===== config.mk =====
export PLATFORM = sky130hd
export DESIGN_NAME = dp_op_sched
export DESIGN_NICKNAME = d
export VERILOG_FILES = /design/src/rtl/dp_op_sched.sv
export SDC_FILE = /design/constraint.sdc
export NUM_CORES = 1
export LEC_CHECK = 0
export ABC_AREA = 1
export CORE_MARGIN = 8
export CORE_UTILIZATION = 25
export DETAILED_ROUTE_END_ITERATION = 12
export HOLD_SLACK_MARGIN = 0.03
export PLACE_DENSITY = 0.45
export SLEW_MARGIN = 15
export SYNTH_ARGS = -nofsm -noshare
export SYNTH_HDL_FRONTEND = slang
export SYNTH_SLANG_ARGS = --single-unit
export TNS_END_PERCENT = 1

===== constraint.sdc =====
create_clock -name clk -period 4.7 [get_ports clk]
set_clock_uncertainty 0.15 [all_clocks]
set_input_delay 0.94 -clock clk [delete_from_list [all_inputs] [get_ports clk]]
set_output_delay 0.94 -clock clk [all_outputs]
set_load 0.02 [all_outputs]

===== src/rtl/dp_op_sched.sv =====
// dp_op_sched: round-robin scheduler feeding one shared registered logic datapath (q1 <= f ^ (q | g)).
// Optional macro RSP_CHECK_EN: carry the expected result to S3 and raise a sticky err on mismatch.
module dp_op_sched #(
    parameter int NREQ = 4,
    parameter int IDW  = 2
) (
    input  logic              clk,
    input  logic              rst_n,
    input  logic              en,
    input  logic [NREQ-1:0]   req,
    input  logic [4*NREQ-1:0] req_op,
    output logic [NREQ-1:0]   gnt,
    output logic              dp_d,
    output logic              dp_b,
    output logic              dp_f,
    output logic              dp_g,
    input  logic              dp_q1,
    output logic              rsp_valid,
    output logic [IDW-1:0]    rsp_id,
    output logic              rsp_data,
    output logic              busy,
    output logic              err
);
    typedef enum logic [1:0] {IDLE, RUN, DRAIN} state_t;

    state_t         state, state_nx;
    logic [IDW-1:0] ptr, gid, idx;
    logic           hit;
    logic [3:0]     gop;
    logic           s1_v, s2_v, s3_v;
    logic [IDW-1:0] s1_id, s2_id, s3_id;
    logic [3:0]     s1_op;
    logic [2:0]     s2_bfg;

    // First requester at or after the pointer wins; grants only while running, enabled and out of reset
    always_comb begin
        gnt = '0;
        gid = '0;
        idx = '0;
        hit = 1'b0;
        if (rst_n && state == RUN && en)
            for (int i = 0; i < NREQ; i++) begin
                idx = IDW'((int'(ptr) + i) % NREQ);
                if (!hit && req[idx]) begin
                    hit      = 1'b1;
                    gnt[idx] = 1'b1;
                    gid      = idx;
                end
            end
        gop = req_op[4*gid +: 4];
    end

    // Next state: enable always wins, otherwise running drains and an empty pipe goes idle
    always_comb begin
        state_nx = state;
        state_nx = en ? RUN :
                   (state == RUN) ? DRAIN :
                   (state == DRAIN && !(s1_v || s2_v || s3_v)) ? IDLE : state;
    end

    // State register
    always_ff @(posedge clk) begin
        if (!rst_n) state <= IDLE;
        else        state <= state_nx;
    end

    // Pointer, operation pipeline S1..S3 and response register
    always_ff @(posedge clk) begin
        if (!rst_n) begin
            ptr       <= '0;
            s1_v      <= 1'b0;
            s2_v      <= 1'b0;
            s3_v      <= 1'b0;
            rsp_valid <= 1'b0;
            rsp_id    <= '0;
            rsp_data  <= 1'b0;
        end else begin
            if (hit) ptr <= (gid == IDW'(NREQ - 1)) ? '0 : gid + 1'b1;
            s1_v      <= hit;
            s1_id     <= gid;
            s1_op     <= gop;
            s2_v      <= s1_v;
            s2_id     <= s1_id;
            s2_bfg    <= s1_op[2:0];
            s3_v      <= s2_v;
            s3_id     <= s2_id;
            rsp_valid <= s3_v;
            if (s3_v) begin
                rsp_id   <= s3_id;
                rsp_data <= dp_q1;
            end
        end
    end

    assign dp_d = s1_v & s1_op[3];
    assign dp_b = s2_v & s2_bfg[2];
    assign dp_f = s2_v & s2_bfg[1];
    assign dp_g = s2_v & s2_bfg[0];
    assign busy = s1_v | s2_v | s3_v | rsp_valid;

`ifdef RSP_CHECK_EN
    logic s1_exp, s2_exp, s3_exp;

    // Expected result travels with the op; any S3 disagreement latches err until reset
    always_ff @(posedge clk) begin
        if (!rst_n) err <= 1'b0;
        else begin
            s1_exp <= gop[1] ^ (gop[3] | gop[0]);
            s2_exp <= s1_exp;
            s3_exp <= s2_exp;
            if (s3_v && dp_q1 != s3_exp) err <= 1'b1;
        end
    end
`else
    assign err = 1'b0;
`endif
endmodule


==> impl_metrics.csv, run 1 <==
group,metric,value,unit
cts,postCtsSetupBuffers,0,
worst_setup_path,crit_chain,"clkdlybuf4s50_1 -> nand2_1 -> nand3_1 -> nand2_2 -> inv_2 -> nor3_2 -> nand3_1 -> o2111ai_1 -> nand2_1 -> inv_1 -> clkdlybuf4s50_1",
hold_path,hold_start,"s1_id[1]",
worst_setup_path,worstPathRequired,3.61,ns
grt,grt_max_degree,23,
worst_setup_path,path_max_fanout,4,
hold_path,min_path_cells,0,
place,dp_hpwl,2728,um
timing,finalMaxSlewViolations,0,
worst_setup_path,endpoint_kind,"output port",
yosys,syn-num-nets,225,
power,power_density,220.9,mW/mm^2
timing,setup_tns,0,ns
cts,cts.clk_slew.worst_paths,0.08,ns
cts,cts_tree,"done",
hold_path,min_to,"s2_id[1]",
floorplan,placementRows,29,
power,clock_power_share,0.260,
route,viasPerCell,4.058,
floorplan,dieArea,0.009211,mm^2
yosys,ys_seq_area_frac,0.3818,
cells_and_area,final_common_cell,"nand2_1",
floorplan,start_util,0.2547,
worst_setup_path,crit_path_start_kind,"primary input",
timing,finalSetupViolations,0,
worst_setup_path,worst-path-buf-inv,4,
cells_and_area,final_cell_mix,"nand2_1 (49), clkdlybuf4s50_1 (36), inv_1 (33), nand3_1 (16), edfxtp_1 (13)",
power,p_leak,0.9871,nW
grt,track_usage,0.07924,
cells_and_area,diodes,0,
route,wl,3387,um
cts,cts-htree-levels,1,
power,p_seq_frac,0.511,
yosys,synth-main-ff-cell,"edfxtp_1",
job,maxCapViolCount,0,
cells_and_area,areaGrowthSynthToFinish,30.13,%
grt,grt-ovfl-total,0,
worst_setup_path,cpMaxStageDelayCell,"clkdlybuf4s50_1",
cts,clock_latency,0.26,ns
cts,cts_buffer_depth,2,
timing,grt_setup_unrepaired,"no",
power,max-vdd-ir-drop,92.85,uV
place,gp_congestion,0.7761,
worst_setup_path,critPathMaxStageDelay,0.59,ns
place,port_buffers,36,
floorplan,die_y,95.98,um
worst_setup_path,arrival,2.94,ns
cts,post_cts_resized,0,
floorplan,fp.dieW,95.98,um
yosys,ys_seq_elements,24,
grt,antenna_found_initial,0,
power,switching_power,0.1249,mW
route,drtPass1Iterations,4,
power,power_frac_comb,0.229,
timing,fin_crit_sh,0.8565,
route,post_drt_wl_per_cell,11.00,um
worst_setup_path,crit_type,"primary input to output port",
worst_setup_path,critPathTopFamily,"buffers and inverters",
power,switching_share,0.2717,
cells_and_area,layout.nets,264,
timing,max_freq,248.4,MHz
power,p_int,0.3347,mW
worst_setup_path,regToRegStartpoint,"ptr[1]",
route,ant_nets,0,
grt,grt_pass1_vias,1267,
cts,clockRootBuffer,"clkbuf_8",
cells_and_area,drive_gt1_frac,0.1688,
hold_path,min_path_type,"flip-flop to flip-flop",
route,drc,0,
yosys,synth-edff-count,13,
timing,fin_crit,4.026,ns
yosys,avgSynthCellArea,8.285,um^2
power,p_total,0.4596,mW
yosys,syn_area,0.001599,mm^2
yosys,async_flop_share,0,
outcome,status,"complete, no violations",
floorplan,core-area,0.006277,mm^2
worst_setup_path,worstReg2RegEnd,"s1_op[0]",
cts,cts_buffers,3,
route,drt_iter0_markers,78,
yosys,synth_cell_type_count,36,
yosys,yosys_warnings,0,
worst_setup_path,r2r_cells,13,
floorplan,io_pins,38,
grt,grt_pass1_wl,5920,um
route,vias,1250,
yosys,synth_cells,193,
worst_setup_path,r2r_slack,2.01,ns
cts,clock_sinks,24,
cts,hold_buffers,0,
timing,hold_violations,0,
-- power groups by stage --
stage               clock network, mW  logic [mW]  registers, mW
finish                          0.120       0.105          0.235
global route                    0.134       0.117          0.236
CTS                             0.125       0.107          0.235
detailed placement                  0       0.107          0.240
global placement                    0       0.107          0.239
floorplan                           0      0.0688          0.239
-- registers in the layout, indices dropped and copies added, names as in the netlist --
signal	count
ptr	2
rsp_data	1
rsp_id	2
rsp_valid	1
s1_id	2
s1_op	4
s1_v	1
s2_bfg	3
s2_id	2
s2_v	1
s3_id	2
s3_v	1
state	2
-- worst register-to-register path, delay by kind of cell (launching register included) --
family / cells / cell delay [ns]
AO/OA/AOI/OAI: 1 / 0.09
adder cells (fa/ha/maj): 1 / 0.41
buffers and inverters: 2 / 0.32
AND/OR/NAND/NOR: 9 / 0.97
flip-flops: 1 / 0.52
-- metrics by stage --
stage          cells  area, um^2  setup slack [ns]  hold slack, ns  utilization
3_5_place_dp     304        2036            0.6498          0.2545       0.3243
5_1_grt          308        2081            0.4119          0.2822       0.3315
4_1_cts          308        2081            0.6229          0.2743       0.3315
3_3_place_gp     304        2036            0.6659          0.2518       0.3243
2_1_floorplan    193        1599             1.744          0.2503            -
6_report         308        2081            0.6743          0.2716       0.3315
-- per-layer routing --
metal,GRT usage,vias up,wire length (um),share of wire
li1,-,692,-,-
met1,0.1042,536,1609,0.48
met2,0.1269,18,1595,0.47
met3,0.01170,4,121,0.036
met4,0.03201,0,60,0.018
met5,0,-,0,0
-- final cells by class --
class / instances / area, um^2
Clock buffer: 3 / 41.29
Clock inverter: 1 / 3.754
Fill cell: 675 / 4197
Inverter: 39 / 156.4
Multi-Input combinational cell: 126 / 797.0
Sequential cell: 24 / 610.6
Tap cell: 77 / 96.34
Timing Repair Buffer: 38 / 375.4
-- cell families after synthesis --
family,count (synthesis),share of synthesized area
AOI/OAI and AO/OA,22,0.1080
adders and majority gates,8,0.06260
buffers and inverters,43,0.1197
DFF,24,0.3818
other,1,0.002345
and+or+nand+nor,95,0.3255
-- Yosys cell counts, types with 2 or more instances --
cell | n | area share
a21oi_1 | 2 | 0.0063
a22oi_1 | 2 | 0.0094
buf_6 | 2 | 0.014
dfxtp_1 | 11 | 0.14
edfxtp_1 | 13 | 0.24
ha_1 | 8 | 0.063
inv_1 | 33 | 0.077
inv_2 | 4 | 0.0094
nand2_1 | 49 | 0.12
nand2_2 | 7 | 0.027
nand2_4 | 3 | 0.021
nand3_1 | 16 | 0.050
nand3_2 | 2 | 0.013
nor2_1 | 7 | 0.016
nor2_4 | 2 | 0.014
nor3_1 | 2 | 0.0063
o2111ai_1 | 2 | 0.011
o211ai_1 | 2 | 0.0094
o211ai_2 | 4 | 0.031
o21ai_0 | 5 | 0.016
o21ai_2 | 2 | 0.011
-- how the worst max path moves through the flow --
stage	start	cells after the start	end	slack [ns]
after floorplan	req[1]	9	gnt[0]	1.74
after global placement	req[0]	11	gnt[2]	0.67
after detailed placement	req[0]	11	gnt[0]	0.65
after CTS	ptr[1]	12	gnt[0]	0.62
after global routing	ptr[1]	12	gnt[3]	0.41
final	req[0]	11	gnt[0]	0.67
Power figures use the tool's default switching activity.
==> inputs of run 2 (changes only) <==
--- a/config.mk
+++ b/config.mk
@@ -6,11 +6,12 @@
 export NUM_CORES = 1
 export LEC_CHECK = 0
 export ABC_AREA = 1
+export ABC_CLOCK_PERIOD_IN_PS = 4700
 export CORE_MARGIN = 8
-export CORE_UTILIZATION = 25
+export CORE_UTILIZATION = 53
 export DETAILED_ROUTE_END_ITERATION = 12
 export HOLD_SLACK_MARGIN = 0.03
-export PLACE_DENSITY = 0.45
+export PLACE_DENSITY = 0.83
 export SLEW_MARGIN = 15
 export SYNTH_ARGS = -nofsm -noshare
 export SYNTH_HDL_FRONTEND = slang
==> impl_metrics.csv, run 2 (synthesis results as in run 1) <==
group,metric,value,unit
outcome,status,"complete, no violations",
power,clock_power_share,0.302,
cells_and_area,drive_gt1_frac,0.1732,
cells_and_area,largest_reg_flops,4,
floorplan,core-area,0.002953,mm^2
worst_setup_path,critPathMaxStageDelay,0.59,ns
timing,grt_setup_unrepaired,"no",
power,switching_share,0.2563,
hold_path,min_path_cells,0,
floorplan,io_pins,38,
cts,hold_buffers,0,
worst_setup_path,crit_type,"flip-flop to output port",
cts,clockRootBuffer,"clkbuf_4",
worst_setup_path,cpMaxStageDelayCell,"clkdlybuf4s50_1",
power,switching_power,0.1250,mW
grt,antenna_found_initial,0,
worst_setup_path,worstPathRequired,3.61,ns
hold_path,min_path_type,"flip-flop to flip-flop",
cts,cts.clk_slew.worst_paths,0.14,ns
timing,holdWs,0.2854,ns
floorplan,die_y,70.93,um
cells_and_area,top_register,"s1_op",
place,dp_hpwl,2560,um
cts,clock_sinks,24,
cells_and_area,diodes,0,
cells_and_area,final_common_cell,"nand2_1",
worst_setup_path,cp.depth,12,
power,power_frac_comb,0.216,
worst_setup_path,arrival,2.93,ns
worst_setup_path,endpoint_kind,"output port",
cts,postCtsSetupBuffers,0,
cts,post_cts_resized,0,
job,maxCapViolCount,0,
floorplan,fp.dieW,70.93,um
hold_path,min_to,"s3_id[1]",
cells_and_area,top_regs,"s1_op x4, s2_bfg x3",
worst_setup_path,regToRegStartpoint,"ptr[1]",
grt,grt-ovfl-total,0,
timing,fin_crit_sh,0.8552,
worst_setup_path,r2r_cells,13,
route,drt_iter0_markers,70,
grt,grt_pass1_vias,1263,
route,viasPerCell,5.011,
worst_setup_path,r2r_slack,2.06,ns
cts,cts_tree,"done",
cts,cts_buffers,3,
place,port_buffers,36,
power,max-vdd-ir-drop,106.0,uV
power,power_density,239.9,mW/mm^2
cells_and_area,final_cell_mix,"nand2_1 (49), clkdlybuf4s50_1 (36), inv_1 (33), nand3_1 (16), edfxtp_1 (13)",
worst_setup_path,path_max_fanout,8,
timing,setup_tns,0,ns
place,gp_congestion,1.022,
timing,max_freq,248.8,MHz
timing,finalMaxSlewViolations,0,
power,p_seq_frac,0.481,
worst_setup_path,critPathTopFamily,"buffers and inverters",
cts,clock_latency,0.31,ns
power,p_int,0.3627,mW
floorplan,dieArea,0.005030,mm^2
worst_setup_path,crit_path_frequent_cell,"inv_1",
hold_path,hold_start,"s2_id[1]",
cells_and_area,areaGrowthSynthToFinish,27.15,%
timing,finalSetupViolations,0,
route,vias,1323,
grt,grt_pass1_wl,5609,um
cells_and_area,layout.nets,264,
route,drc,0,
route,ant_nets,0,
worst_setup_path,worst-path-buf-inv,5,
timing,hold_violations,0,
worst_setup_path,crit_path_start_kind,"flip-flop",
floorplan,start_util,0.5415,
route,drtPass1Iterations,4,
route,post_drt_wl_per_cell,12.10,um
power,p_leak,0.9919,nW
cells_and_area,final_util,0.6886,
timing,fin_crit,4.019,ns
cts,cts-htree-levels,1,
worst_setup_path,worstReg2RegEnd,"s1_op[1]",
route,wl,3195,um
grt,grt_max_degree,23,
cts,cts_buffer_depth,2,
floorplan,placementRows,20,
worst_setup_path,crit_chain,"inv_1 -> ha_1 -> inv_1 -> nand3_1 -> nand2_2 -> inv_2 -> nor2_4 -> nand3_1 -> o2111ai_1 -> nand2_1 -> inv_1 -> clkdlybuf4s50_1",
grt,track_usage,0.1362,
[run 2: changes by cell type in the layout (fill, tap and decap cells not counted)]
cell | previous run | this run
clkinv_1 | 1 | 0
bufinv_16 | 0 | 1
clkbuf_4 | 0 | 3
clkbuf_8 | 3 | 0
[run 2: stage by stage]
| stage | setup slack (ns) | instance area [um^2] | instances | total power, mW |
|---|---|---|---|---|
| 3_5_place_dp | 0.6783 | 1981 | 260 | 0.3452 |
| 4_1_cts | 0.6493 | 2033 | 264 | 0.4929 |
| 2_1_floorplan | 1.744 | 1599 | 193 | 0.3082 |
| 5_1_grt | 0.4581 | 2033 | 264 | 0.5154 |
| 3_3_place_gp | 0.6987 | 1981 | 260 | 0.3435 |
| 6_report | 0.6806 | 2033 | 264 | 0.4877 |
[run 2: layout make-up]
| class | count | area (um^2) |
|---|---|---|
| Timing Repair Buffer | 38 | 375.4 |
| Inverter | 39 | 156.4 |
| Clock buffer | 3 | 22.52 |
| Sequential cell | 24 | 610.6 |
| Tap cell | 33 | 41.29 |
| Fill cell | 252 | 919.6 |
| Multi-Input combinational cell | 126 | 797.0 |
| Clock inverter | 1 | 30.03 |
[run 2: per-layer routing]
metal / track usage / part of all wire / up-vias
met5: 0 / 0 / -
met4: 0.05312 / 0.0069 / 0
met3: 0.03672 / 0.051 / 2
met2: 0.2369 / 0.51 / 25
met1: 0.1538 / 0.43 / 598
li1: - / - / 698
[run 2: how the worst max path moves through the flow]
stage	slack, ns	start	end
after floorplan	1.74	req[1]	gnt[0]
after global placement	0.70	req[0]	gnt[0]
after detailed placement	0.68	req[3]	gnt[3]
after CTS	0.65	ptr[1]	gnt[3]
after global routing	0.46	ptr[1]	gnt[0]
final	0.68	ptr[1]	gnt[3]
[run 2: power groups by stage]
stage	Clock (mW)	Combinational [mW]	Sequential [mW]
global placement	0	0.104	0.239
floorplan	0	0.0688	0.239
CTS	0.152	0.106	0.235
global route	0.163	0.117	0.236
finish	0.148	0.105	0.235
detailed placement	0	0.106	0.240
